[src/rtl/rvc_asap_pkg.sv]
// rtl/rvc_asap_pkg.sv - shared types and constants for the rvc_asap load/store unit
package rvc_asap_pkg;

  typedef enum logic [2:0] {
    IDLE  = 3'd0,
    REQ0  = 3'd1,
    WAIT0 = 3'd2,
    REQ1  = 3'd3,
    WAIT1 = 3'd4,
    RESP  = 3'd5
  } t_lsu_state;

  localparam logic [2:0] LSU_B  = 3'b000;
  localparam logic [2:0] LSU_H  = 3'b001;
  localparam logic [2:0] LSU_W  = 3'b010;
  localparam logic [2:0] LSU_BU = 3'b100;
  localparam logic [2:0] LSU_HU = 3'b101;

  typedef struct packed {
    logic        wr_en;
    logic [2:0]  funct3;
    logic [31:0] addr;
    logic [31:0] wr_data;
  } t_lsu_req;

  // Stores only come in signed-width encodings; unsigned variants are load-only.
  function automatic logic lsu_illegal(input logic wr_en, input logic [2:0] funct3);
    logic legal;
    legal = (funct3 == LSU_B) || (funct3 == LSU_H) || (funct3 == LSU_W) ||
            (!wr_en && ((funct3 == LSU_BU) || (funct3 == LSU_HU)));
    return !legal;
  endfunction

endpackage

[src/rtl/rvc_asap_lsu_align.sv]
// rtl/rvc_asap_lsu_align.sv - byte-lane mask, store data shift and load merge/extend
module rvc_asap_lsu_align
  import rvc_asap_pkg::*;
(
  input  logic [1:0]  off,
  input  logic [1:0]  size,
  input  logic [31:0] wr_data,
  input  logic [31:0] rd_hi,
  input  logic [31:0] rd_lo,
  input  logic [2:0]  funct3,
  output logic [7:0]  mask,
  output logic [63:0] wr_shifted,
  output logic [31:0] rd_ext
);

  logic [7:0]  base_mask;
  logic [63:0] rd_shifted;

  always_comb begin
    case (size)
      2'b00:   base_mask = 8'b0000_0001;
      2'b01:   base_mask = 8'b0000_0011;
      2'b10:   base_mask = 8'b0000_1111;
      default: base_mask = 8'b0000_0000;
    endcase
  end

  assign mask       = base_mask << off;
  assign wr_shifted = {32'b0, wr_data} << {off, 3'b000};
  assign rd_shifted = {rd_hi, rd_lo} >> {off, 3'b000};

  always_comb begin
    case (funct3)
      LSU_B:   rd_ext = {{24{rd_shifted[7]}}, rd_shifted[7:0]};
      LSU_H:   rd_ext = {{16{rd_shifted[15]}}, rd_shifted[15:0]};
      LSU_W:   rd_ext = rd_shifted[31:0];
      LSU_BU:  rd_ext = {24'b0, rd_shifted[7:0]};
      LSU_HU:  rd_ext = {16'b0, rd_shifted[15:0]};
      default: rd_ext = 32'b0;
    endcase
  end

endmodule

[src/rtl/rvc_asap_lsu.sv]
// rtl/rvc_asap_lsu.sv - RV32I load/store unit issuing word-aligned byte-enabled memory beats
module rvc_asap_lsu
  import rvc_asap_pkg::*;
#(
  parameter int MEM_RSP_TIMEOUT = 16
) (
  input  logic        Clock,
  input  logic        Rst,
  input  logic        LsuReqValid,
  output logic        LsuReqReady,
  input  logic        LsuReqWrEn,
  input  logic [2:0]  LsuReqFunct3,
  input  logic [31:0] LsuReqAddr,
  input  logic [31:0] LsuReqWrData,
  output logic        LsuRspValid,
  output logic [31:0] LsuRspData,
  output logic        LsuRspErr,
  output logic        MemReqValid,
  input  logic        MemReqReady,
  output logic        MemReqWrEn,
  output logic [31:0] MemReqAddr,
  output logic [3:0]  MemReqByteEn,
  output logic [31:0] MemReqWrData,
  input  logic        MemRspValid,
  input  logic [31:0] MemRspData
);

  localparam int CW = $clog2(MEM_RSP_TIMEOUT + 1);

  t_lsu_state     state, state_nxt;
  t_lsu_req       req;
  logic           err;
  logic [31:0]    rd_lo, rd_hi;
  logic [CW-1:0]  wait_cnt;
  logic           accept, illegal, two_beats, in_wait, timeout;
  logic [7:0]     mask;
  logic [63:0]    wr_shifted;
  logic [31:0]    rd_ext, base_addr;

  assign accept    = LsuReqValid && (state == IDLE);
  assign illegal   = lsu_illegal(LsuReqWrEn, LsuReqFunct3);
  assign two_beats = |mask[7:4];
  assign base_addr = {req.addr[31:2], 2'b00};
  assign in_wait   = (state == WAIT0) || (state == WAIT1);
  assign timeout   = in_wait && !MemRspValid && (wait_cnt == CW'(MEM_RSP_TIMEOUT - 1));

  rvc_asap_lsu_align u_align (
    .off        (req.addr[1:0]),
    .size       (req.funct3[1:0]),
    .wr_data    (req.wr_data),
    .rd_hi      (rd_hi),
    .rd_lo      (rd_lo),
    .funct3     (req.funct3),
    .mask       (mask),
    .wr_shifted (wr_shifted),
    .rd_ext     (rd_ext)
  );

  always_ff @(posedge Clock or negedge Rst) begin
    if (!Rst) state <= IDLE;
    else      state <= state_nxt;
  end

  always_comb begin
    state_nxt = state;
    case (state)
      IDLE:  if (accept) state_nxt = illegal ? RESP : REQ0;
      REQ0:  if (MemReqReady) state_nxt = !req.wr_en ? WAIT0 : (two_beats ? REQ1 : RESP);
      WAIT0: if (MemRspValid) state_nxt = two_beats ? REQ1 : RESP;
             else if (timeout) state_nxt = RESP;
      REQ1:  if (MemReqReady) state_nxt = req.wr_en ? RESP : WAIT1;
      WAIT1: if (MemRspValid || timeout) state_nxt = RESP;
      RESP:  state_nxt = IDLE;
      default: state_nxt = IDLE;
    endcase
  end

  // hi is cleared at accept so single-beat loads merge against zero.
  always_ff @(posedge Clock or negedge Rst) begin
    if (!Rst) begin
      req      <= '0;
      err      <= 1'b0;
      rd_lo    <= 32'b0;
      rd_hi    <= 32'b0;
      wait_cnt <= '0;
    end else begin
      if (accept) begin
        req   <= '{wr_en: LsuReqWrEn, funct3: LsuReqFunct3, addr: LsuReqAddr, wr_data: LsuReqWrData};
        err   <= illegal;
        rd_lo <= 32'b0;
        rd_hi <= 32'b0;
      end
      if (state == WAIT0 && MemRspValid) rd_lo <= MemRspData;
      if (state == WAIT1 && MemRspValid) rd_hi <= MemRspData;
      if (timeout) err <= 1'b1;
      if (in_wait && state_nxt == state) wait_cnt <= wait_cnt + 1'b1;
      else                               wait_cnt <= '0;
    end
  end

  always_comb begin
    LsuReqReady  = (state == IDLE);
    LsuRspValid  = 1'b0;
    LsuRspErr    = 1'b0;
    LsuRspData   = 32'b0;
    MemReqValid  = 1'b0;
    MemReqWrEn   = 1'b0;
    MemReqAddr   = 32'b0;
    MemReqByteEn = 4'b0;
    MemReqWrData = 32'b0;
    case (state)
      REQ0: begin
        MemReqValid  = 1'b1;
        MemReqWrEn   = req.wr_en;
        MemReqAddr   = base_addr;
        MemReqByteEn = mask[3:0];
        MemReqWrData = wr_shifted[31:0];
      end
      REQ1: begin
        MemReqValid  = 1'b1;
        MemReqWrEn   = req.wr_en;
        MemReqAddr   = base_addr + 32'd4;
        MemReqByteEn = mask[7:4];
        MemReqWrData = wr_shifted[63:32];
      end
      RESP: begin
        LsuRspValid = 1'b1;
        LsuRspErr   = err;
        LsuRspData  = (err || req.wr_en) ? 32'b0 : rd_ext;
      end
      default: ;
    endcase
  end

endmodule

[config.mk]
export PLATFORM = sky130hd
export DESIGN_NAME = rvc_asap_lsu
export DESIGN_NICKNAME = d
export VERILOG_FILES = /design/src/rtl/rvc_asap_pkg.sv /design/src/rtl/rvc_asap_lsu_align.sv /design/src/rtl/rvc_asap_lsu.sv
export SDC_FILE = /design/constraint.sdc
export NUM_CORES = 1
export LEC_CHECK = 0
export BUFFER_PORTS_ARGS = -buffer_cell sky130_fd_sc_hd__buf_2
export CAP_MARGIN = 40
export CELL_PAD_IN_SITES_DETAIL_PLACEMENT = 1
export CELL_PAD_IN_SITES_GLOBAL_PLACEMENT = 1
export CORE_UTILIZATION = 42
export DETAILED_ROUTE_END_ITERATION = 7
export MAX_ROUTING_LAYER = met4
export PLACE_DENSITY = 0.85
export SETUP_SLACK_MARGIN = 0.2
export SYNTH_ARGS = -nofsm -noshare
export SYNTH_HDL_FRONTEND = slang
export SYNTH_HIERARCHICAL = 1
export SYNTH_SLANG_ARGS = --single-unit
[constraint.sdc]
create_clock -name Clock -period 2.25 [get_ports Clock]
set_input_delay 0.225 -clock Clock [delete_from_list [all_inputs] [get_ports Clock]]
set_output_delay 0.225 -clock Clock [all_outputs]
set_load 0.05 [all_outputs]
# [After elaboration in Yosys (flattened, before gate mapping)]
# Index checks and enable logic that the tools add are counted.
[word_totals] regBits=141 latchBits=0 mem_bits_rw=0 romBits=0 input_bits=105 out_inout_bits=105 wordCells=85 n_memories=0
[op_classes] addsub=2 n_mul=0 div=0 n_lt_le_gt_ge=0 eq_ne=17 n_shift=3 mux=28 n_bitwise=0 n_reduce_logical=26
[op_table] cell="32-bit 2-to-1 mux" n=5
[op_table] cell="32-bit case mux with 5 select lines" n=1
[op_table] cell="32-bit case mux with 2 select lines" n=2
[op_table] cell="32-bit by 5-bit << shifter with 64-bit output" n=1
[op_table] cell="64-bit by 5-bit >> shifter with 32-bit output" n=1
[op_table] cell="32-bit by 3-bit adder with 32-bit output (second input constant)" n=1
[op_table] cell="3-bit 2-to-1 mux" n=9
[op_table] cell="3-bit == test (second input constant)" n=6
[op_table] cell="3-bit case mux with 5 select lines" n=1
[op_table] cell="3-bit by 2-bit == test with 1-bit output (second input constant)" n=4
[op_table] cell="4-bit case mux with 3 select lines" n=1
[op_table] cell="3-bit by 1-bit == test with 1-bit output (second input constant)" n=3
[op_table] cell="3-bit logical NOT" n=3
[op_table] cell="4-bit case mux with 2 select lines" n=1
[op_table] cell="4-bit by 2-bit << shifter with 8-bit output" n=1
[op_table] cell="1-bit logical AND" n=7
[op_table] cell="1-bit logical OR" n=7
[op_table] cell="1-bit 2-to-1 mux" n=7
[op_table] cell="2-bit nonzero test" n=3
[op_table] cell="5-bit by 1-bit adder with 5-bit output (second input constant)" n=1
[op_table] cell="5-bit by 4-bit == test with 1-bit output (second input constant)" n=1
[op_table] cell="5-bit 2-to-1 mux" n=1
[op_table] cell="4-bit OR reduction" n=1
[op_table] cell="3-bit == test" n=1
[op_table] cell="other kinds (5)" n=7

# [Depth between registers and ports, before layout]
# Gate-level depths: netlist of run 1.
[logic_depth] word_depth=11 ltp_mapped=9

# [Hierarchy]
# Netlist of run 1, hierarchy kept.
[by_module_without_submodules] mod="rvc_asap_lsu" n_inst=1 cells_each=736 area_each_um2=7134.3 seq_area_each_um2=3528.4
[by_module_without_submodules] mod="rvc_asap_lsu_align" n_inst=1 cells_each=256 area_each_um2=2088.3 seq_area_each_um2=0.0

# [Worst setup path after synthesis of run 1]
# Ideal clock, no wire load.
[synth_timing] path_type="reg2out" start="register req, in the netlist base_addr[2]" end="output MemReqAddr[14]" arrival_ns=2.269 path_slack_ns=-0.244 path_stages_with_launch=8 cell_sequence="dfrtp_1 > ha_1 > and3_1 > buf_2 > nand4_1 > buf_2 > or3_1 > a21oi_1"
[synth_between] elab_chain_cells=2
[synth_rtl] item="start, declared" line_no="rvc_asap_lsu.sv:31" source="t_lsu_req req;"
[synth_rtl] item="start signal, assigned" line_no="rvc_asap_lsu.sv:88" source="req <= '{wr_en: LsuReqWrEn, funct3: LsuReqFunct3, addr: LsuReqAddr, wr_data: LsuReqWrData};"
[synth_rtl] item="32-bit by 3-bit adder with 32-bit output" line_no="rvc_asap_lsu.sv:122" source="MemReqAddr = base_addr + 32'd4;"
[synth_rtl] item="32-bit case mux with 2 select lines" line_no="rvc_asap_lsu.sv:111" source="case (state)"
[synth_rtl] item="end, declared" line_no="rvc_asap_lsu.sv:21" source="output logic [31:0] MemReqAddr,"
# Every way passes these cells.

# [Worst setup path after layout of run 1]
[layout_timing] start="register req, in the netlist base_addr[14]" end="output MemReqAddr[27]"
# Same word-level chain as after synthesis.

==> results of run 1 <==
stage by stage:
| stage | TNS, ns | setup slack, ns |
|---|---|---|
| after floorplan | 0 | 0.0214 |
| after global placement | -0.0567 | -0.0391 |
| after detailed placement | -0.256 | -0.140 |
| after CTS | -14.79 | -0.317 |
| after global routing | -38.75 | -0.633 |
| final | -36.26 | -0.612 |
worst paths after layout:
path,from,to,slack (ns),cells after the start
max reg2reg,req[64],state[1],-0.24,10
max,base_addr[14],MemReqAddr[27],-0.61,7
min,MemRspData[2],rd_hi[2],0.002,3
max in group asynchronous,Rst,base_addr[24],1.19,3
min in group asynchronous,Rst,state[2],0.28,2
min reg2reg,wait_cnt[0],wait_cnt[0],0.49,1
layout make-up:
class	instances	area, µm²
fill	2075	6260
multi-input combinational	745	6200
timing repair buffer	372	3810
sequential	133	3340
clock buffer	17	425
tap	270	338
clock inverter	15	133
inverter	9	33.8
antenna	4	10.0
flip-flops by register name, indices dropped and copies added, names as in the netlist:
name       flops
base_addr     30
err            1
rd_hi         24
rd_lo         32
req           38
state          3
wait_cnt       5
what timing repair did:
item / 4_1_cts / 5_1_grt
endpoints found under the setup margin: 95 / 175
hold endpoints to repair: 41 / 0
pin swaps: 36 / 58
buffers inserted: 48 / 39
resized for setup: 380 / 164
hold buffers: 3 / 0
gates cloned: 10 / 11
where the power goes:
group          switching (W)  internal (W)
registers            0.00183       0.00352
clock network        0.00133       0.00152
logic                0.00973       0.00718
total                 0.0129        0.0122
worst reg2reg max path: cells and delay by family (launching register included):
| family | cells | cell delay, ns |
|---|---|---|
| AO/OA/AOI/OAI | 3 | 0.62 |
| buffers and inverters | 4 | 0.54 |
| flip-flops | 1 | 0.50 |
| adder cells (fa/ha/maj) | 1 | 0.28 |
| AND/OR/NAND/NOR | 1 | 0.25 |
| multiplexers | 1 | 0.12 |
routing by layer:
| metal | global-route usage, % | routed length [µm] | up-vias |
|---|---|---|---|
| met4 | 23.8 | 5180 | 0 |
| li1 | - | - | 3987 |
| met5 | - | 0 | - |
| met3 | 6.51 | 5200 | 441 |
| met2 | 67.4 | 25200 | 1028 |
| met1 | 42.7 | 17800 | 5163 |
placed cells by master (no fill, tap or decap), drive strengths merged, types with 13 or more instances in the layout:
cell,instances
nand2,188
mux4,28
a21oi,18
nor2b,13
and2,48
nor2,81
and3,17
mux2,71
o21ai,90
mux2i,78
buf,360
dfrtp,133
clkbuf,26
==> results.cfg, run 1 <==
[final_layout]
drive_above_1_share_pct = 57.9
final_core_util_pct = 69.5
nNetsFinal = 1388
fin_cells = 1565
fin_area_um2 = 14300
area_growth_pct = 60.2

[grt]
antenna_found_initial = 3
grt_pass1_wl_mm = 62.6
grt_pass1_vias = 10200
grt_overflow_total = 0
grt_max_degree = 66
track_usage_pct = 39.3

[drt]
viasPerCell = 6.79
wl_per_cell_um = 34.1
drt_iter0_drc = 991
dr.pass1.iters = 5
num_vias = 10600
routed_wl_mm = 53.4
drc = 0
ant_nets = 0

[timing]
slew_headroom_pct = 60.3
fmax_ghz = 0.349
hold_viol_final = 0
fin_ws_ns = -0.612
final-setup-viol-count = 108
worstMarginPinSlew_ns = 0.592
min_period_ns = 2.86
slew_viol_final = 0
fin_hold_ws_ns = 0.00150
rsz0062_at_grt = yes
clock_skew_ns = 0.0171
period_share_pct = 127

[power]
leakage_nw = 6.30
p_per_area_nw_per_um2 = 1760
irDropWorstVdd_mv = 0.807
finalPower_w = 0.0251

[place]
dp_hpwl_mm = 21.8
dpl_cell_area_um2 = 10700
post-place-cells = 1418
port_buffers = 207
gp_congestion = 0.837

[setup_path]
start_kind = register
critPathMaxFanout = 6
slowest_stage = nor4_2
crit_arrival_ns = 2.64
crit_buf_inv = 3
path_delay_family = simple AND/OR/NAND/NOR gates
critPathKind = register to output port
slowest_delay_ns = 0.46
cp.required_ns = 2.03
crit_chain = buf_4 > nand4_1 > nor4_2 > buf_4 > a31oi_2 > a41o_1 > buf_6
path_common_cell = buf_4
end_kind = output port

[clock_tree]
clock_sinks = 133
cts_made_buffers = 17
cts_tree = built
htree_levels = 4
worstSkewPairLatency_ns = 0.45
clkTransAtPathRegs_ns = 0.07
clockRootBuffer = clkbuf_16
clk_path_buf_depth = 2

[synthesis]
netlist_instances = 960
postSynthAreaPerCell_um2 = 9.29
ys_warn_count = 6
netlist_area_um2 = 8920

[floorplan]
io_pins = 210
core-area_um2 = 20600
dieArea_um2 = 21800
initial_utilization_pct = 43.4
row_count = 52
die_h_um = 148
die_w_um = 148

[flow_run]
max-cap-violations = 0

[outcome]
violations = negative setup slack
status = complete, but fails checks

[worst_hold_path]
min_path_type = input port to register
Power figures use the tool's default switching activity.
==> run 2: changes to the inputs <==
--- a/config.mk
+++ b/config.mk
@@ -14,6 +14,8 @@
 export MAX_ROUTING_LAYER = met4
 export PLACE_DENSITY = 0.85
 export SETUP_SLACK_MARGIN = 0.2
+export SKIP_CTS_REPAIR_TIMING = 1
+export SLEW_MARGIN = 20
 export SYNTH_ARGS = -nofsm -noshare
 export SYNTH_HDL_FRONTEND = slang
 export SYNTH_HIERARCHICAL = 1
==> run 2 against run 1 <==
The flow finishes with violations (negative hold slack, negative setup slack); non-clock buffer count down 82; global-route usage is 9.5 points lower; setup slack improved by 0.17 ns; register-to-register slack better by 0.26 ns; first-iteration DRC count shrank 39%; count of clock-buffer cells in the layout did not move.
==> results.cfg, run 2 (same netlist as run 1, synthesis figures left out) <==
[outcome]
status = complete, but fails checks
violations = negative hold slack, negative setup slack

[final_layout]
layout_commonest_cell = nand2_1
fin_area_um2 = 12200
largest_register = req
mostFrequentLayoutCells = nand2_1, buf_2, dfrtp_1
largest_reg_flops = 38
num-fill-cells = 2299
drive_above_1_share_pct = 48.2
final_core_util_pct = 59.5
area_growth_pct = 37.1
nNetsFinal = 1306

[drt]
ant_nets = 0
dr.pass1.iters = 5
routed_wl_mm = 36.3
num_vias = 8794
drt_iter0_drc = 603
viasPerCell = 5.94
wl_per_cell_um = 24.5
drc = 0

[place]
dp_hpwl_mm = 21.8
dpl_cell_area_um2 = 10700
place_ws_ns = -0.140
gp_congestion = 0.837
port_buffers = 207

[power]
p_per_area_nw_per_um2 = 1630
leakage_nw = 5.53
irDropWorstVdd_mv = 0.705

[timing]
fin_ws_ns = -0.445
fmax_ghz = 0.371
slew_viol_final = 0
hold_viol_final = 2
setup_tns_ns = -21.01
fin_hold_ws_ns = -0.00377
final-setup-viol-count = 90
rsz0062_at_grt = yes
min_period_ns = 2.69
clock_skew_ns = 0.0161
period_share_pct = 120

[setup_path]
crit_buf_inv = 2
cp.required_ns = 2.03
start_kind = register
endpoint = MemReqAddr[18]
crit_cells = 7
end_kind = output port
slowest_stage = or4_4
critPathMaxFanout = 8
crit_start = base_addr[2]
r2r-end = rd_lo[3]
timing.rr.start = state[1]
slowest_delay_ns = 0.49
critPathKind = register to output port
crit_chain = ha_2 > and3_4 > nand4_1 > buf_12 > or4_4 > a21oi_4 > buf_6
crit_arrival_ns = 2.47
rr_worst_depth = 7
path_delay_family = simple AND/OR/NAND/NOR gates
regToRegSetupSlack_ns = 0.02

[floorplan]
initial_utilization_pct = 43.4
core-area_um2 = 20600
dieArea_um2 = 21800
row_count = 52
io_pins = 210
die_h_um = 148
die_w_um = 148

[grt]
grt_max_degree = 66
track_usage_pct = 29.8
grt_pass1_vias = 8903
antenna_found_initial = 2
grt_overflow_total = 0
grt_pass1_wl_mm = 48.6

[worst_hold_path]
min_path_type = input port to register

[clock_tree]
worstSkewPairLatency_ns = 0.44
clockRootBuffer = clkbuf_16
clock_sinks = 133
clk_path_buf_depth = 2
cts_made_buffers = 17
htree_levels = 4
clkTransAtPathRegs_ns = 0.07
cts_tree = built

[flow_run]
max-cap-violations = 0
[run 2: changes by cell type in the layout (fill, tap and decap cells not counted), sizes merged]
| cell | change |
|---|---|
| dlygate4sd3 | -2 |
| clkbuf | +7 |
| diode | -2 |
| buf | -87 |
[run 2: area by class of cell]
cell class / instances / area (µm²) / area share, %
Antenna cell: 2 / 5.00 / 0.0409
Clock buffer: 17 / 425 / 3.48
Clock inverter: 15 / 133 / 1.08
Inverter: 9 / 33.8 / 0.276
Multi-Input combinational cell: 745 / 5710 / 46.7
Sequential cell: 133 / 3340 / 27.3
Tap cell: 270 / 338 / 2.76
Timing Repair Buffer: 290 / 2250 / 18.4
[run 2: worst min-delay path by stage]
stage / start / to / slack [ns] / cells past startpoint
after floorplan: Rst / base_addr[10] / -0.07 / 0
after global placement: Rst / wait_cnt[0] / 0.18 / 1
after detailed placement: Rst / wait_cnt[0] / 0.18 / 1
after CTS: Rst / wait_cnt[0] / -0.28 / 1
after global routing: MemRspData[19] / rd_lo[19] / 0.005 / 3
final: MemRspData[19] / rd_lo[19] / -0.004 / 3
[run 2: where the power goes]
group          internal, W  switching (W)  total, W  leakage [nW]
combinational      0.00490        0.00732    0.0122          3.60
clock              0.00152        0.00123   0.00275         0.265
sequential         0.00352        0.00146   0.00498          1.67
[run 2: tightest hold or removal path: cells and delay by family]
family	cells	cell delay, ns
buffers and inverters	1	0.09
AOI/OAI and AO/OA	1	0.06
and+or+nand+nor	1	0.04
[run 2: routing by layer]
layer	part of all wire [%]	up-vias	GRT usage, %
li1	-	3796	-
met2	52	416	50.3
met4	4.8	0	13.6
met3	5.8	134	5.06
met1	37	4448	34.8
met5	0	-	-
[run 2: metrics by stage]
stage                     std cells  hold WS (ns)  power [W]
after floorplan                 969       -0.0706     0.0123
after global placement         1418         0.179     0.0148
after detailed placement       1418         0.180     0.0154
after CTS                      1450        -0.276     0.0182
after global routing           1481       0.00538     0.0208
final                          1481      -0.00377     0.0199
==> run 3: changes to the inputs <==
--- a/config.mk
+++ b/config.mk
@@ -10,6 +10,7 @@
 export CELL_PAD_IN_SITES_DETAIL_PLACEMENT = 1
 export CELL_PAD_IN_SITES_GLOBAL_PLACEMENT = 1
 export CORE_UTILIZATION = 42
+export CTS_BUF_LIST = sky130_fd_sc_hd__clkbuf_16
 export DETAILED_ROUTE_END_ITERATION = 7
 export MAX_ROUTING_LAYER = met4
 export PLACE_DENSITY = 0.85
==> constraint.sdc (replaced) <==
create_clock -name Clock -period 2.5 [get_ports Clock]
set_input_delay 0.25 -clock Clock [delete_from_list [all_inputs] [get_ports Clock]]
set_output_delay 0.25 -clock Clock [all_outputs]
set_load 0.05 [all_outputs]
==> run 3 against run 2 <==
The run ends with negative setup slack left; largest power group unchanged; count of clock-buffer cells in the layout unchanged; cell area is 4.8% higher; clock power is 3% lower.
==> results.cfg, run 3 (same netlist as run 1, synthesis figures left out) <==
[drt]
wl_per_cell_um = 27.9
viasPerCell = 6.33
drc = 0
ant_nets = 0
routed_wl_mm = 42.5
drt_iter0_drc = 824
dr.pass1.iters = 5
num_vias = 9618

[place]
place_ws_ns = 0.131
dp_hpwl_mm = 20.0
port_buffers = 207
gp_congestion = 0.850

[setup_path]
slowest_stage = dfrtp_2
crit_arrival_ns = 2.45
critPathKind = register to output port
path_common_cell = buf_6
timing.rr.start = req[32]
slowest_delay_ns = 0.48
cp.required_ns = 2.25
regToRegSetupSlack_ns = 0.12
r2r-end = state[2]
rr_worst_depth = 8
start_kind = register
end_kind = output port
critPathMaxFanout = 14
crit_chain = ha_4 > and3_4 > nand4_1 > buf_6 > or4_4 > a21oi_2 > buf_6

[final_layout]
num-fill-cells = 2239
mostFrequentLayoutCells = nand2_1, buf_2, dfrtp_1
regArea_um2 = 3350
drive_above_1_share_pct = 48.7
area_growth_pct = 43.7
largest_register = req
layout_commonest_cell = nand2_1
largest_reg_flops = 38
nNetsFinal = 1339
multi_input_area_um2 = 5680

[clock_tree]
worstSkewPairLatency_ns = 0.45
clockRootBuffer = clkbuf_16
clk_path_buf_depth = 2
clock_sinks = 133
htree_levels = 4
cts_made_buffers = 17
clkTransAtPathRegs_ns = 0.06
cts_tree = built

[grt]
grt_overflow_total = 0
grt_pass1_wl_mm = 44.8
antenna_found_initial = 3
track_usage_pct = 27.0
grt_pass1_vias = 8337
grt_max_degree = 73

[timing]
hold_viol_final = 0
fmax_ghz = 0.370
min_period_ns = 2.70
worstMarginPinSlew_ns = 0.702
slew_headroom_pct = 53.0
rsz0062_at_grt = yes
final-setup-viol-count = 57
slew_viol_final = 0
fin_ws_ns = -0.199
clock_skew_ns = 0.0262
period_share_pct = 108
fin_hold_ws_ns = 0.0205

[flow_run]
max-cap-violations = 0

[power]
finalPower_w = 0.0194
p_per_area_nw_per_um2 = 1510
irDropWorstVdd_mv = 0.646
leakage_nw = 5.76

[floorplan]
io_pins = 210
initial_utilization_pct = 43.4
core-area_um2 = 20600
row_count = 52
die_w_um = 148
dieArea_um2 = 21800
die_h_um = 148

[outcome]
violations = negative setup slack
status = complete, but fails checks

[worst_hold_path]
min-delay-start = MemRspData[25]
holdPathEnd = rd_lo[25]
min_path_type = input port to register
holdPathStages = 3
run 3: cell count changes in the layout (fill, tap and decap cells not counted), sizes merged, moves of 3 or more:
cell	change
buf	+39
clkbuf	-9
inv	+6
diode	+5
clkinv	-4
clkinvlp	-3
run 3: worst max path at each step:
stage | from | end | slack [ns] | cells past startpoint
finish | base_addr[2] | MemReqAddr[22] | -0.20 | 7
global route | base_addr[2] | MemReqAddr[28] | -0.23 | 7
CTS | req[32] | LsuRspData[25] | -0.33 | 7
detailed placement | req[32] | LsuRspData[25] | 0.13 | 7
global placement | req[32] | LsuRspData[23] | 0.21 | 7
floorplan | state[1] | LsuRspData[10] | 0.22 | 5
run 3: power by group:
group	internal, W	switching (W)	total (W)
Clock	0.00150	0.00118	0.00268
Combinational	0.00496	0.00706	0.0120
Sequential	0.00319	0.00151	0.00470
run 3: critical path, delay by kind of cell, from the launching register on:
kind | cells | cell delay [ns]
adder cells (fa/ha/maj) | 1 | 0.17
flip-flops | 1 | 0.48
AND/OR/NAND/NOR | 3 | 0.76
buffers and inverters | 2 | 0.39
AO/OA/AOI/OAI | 1 | 0.21
run 3: final cells by class:
cell class	count	share of cell area, %
Multi-Input combinational cell	747	44.3
Sequential cell	133	26.2
Timing Repair Buffer	321	21.8
Clock buffer	17	3.32
Tap cell	270	2.64
Clock inverter	15	1.31
Inverter	9	0.303
Antenna cell	7	0.137
run 3: routing by layer:
layer,routed length [µm],vias to the layer above,GRT usage (%)
met5,0,-,-
met4,2560,0,10.4
met3,2750,216,3.30
met2,21100,639,44.9
met1,16000,4873,33.7
li1,-,3890,-
run 3: stage by stage:
step	cells	cell area (µm²)	utilization, %	setup TNS, ns
3_5_place_dp	1392	10300	50.0	0
4_1_cts	1424	10900	52.9	-10.77
5_1_grt	1519	12800	62.3	-7.43
3_3_place_gp	1392	10300	50.0	0
6_report	1519	12800	62.3	-5.51
2_1_floorplan	969	9050	-	0
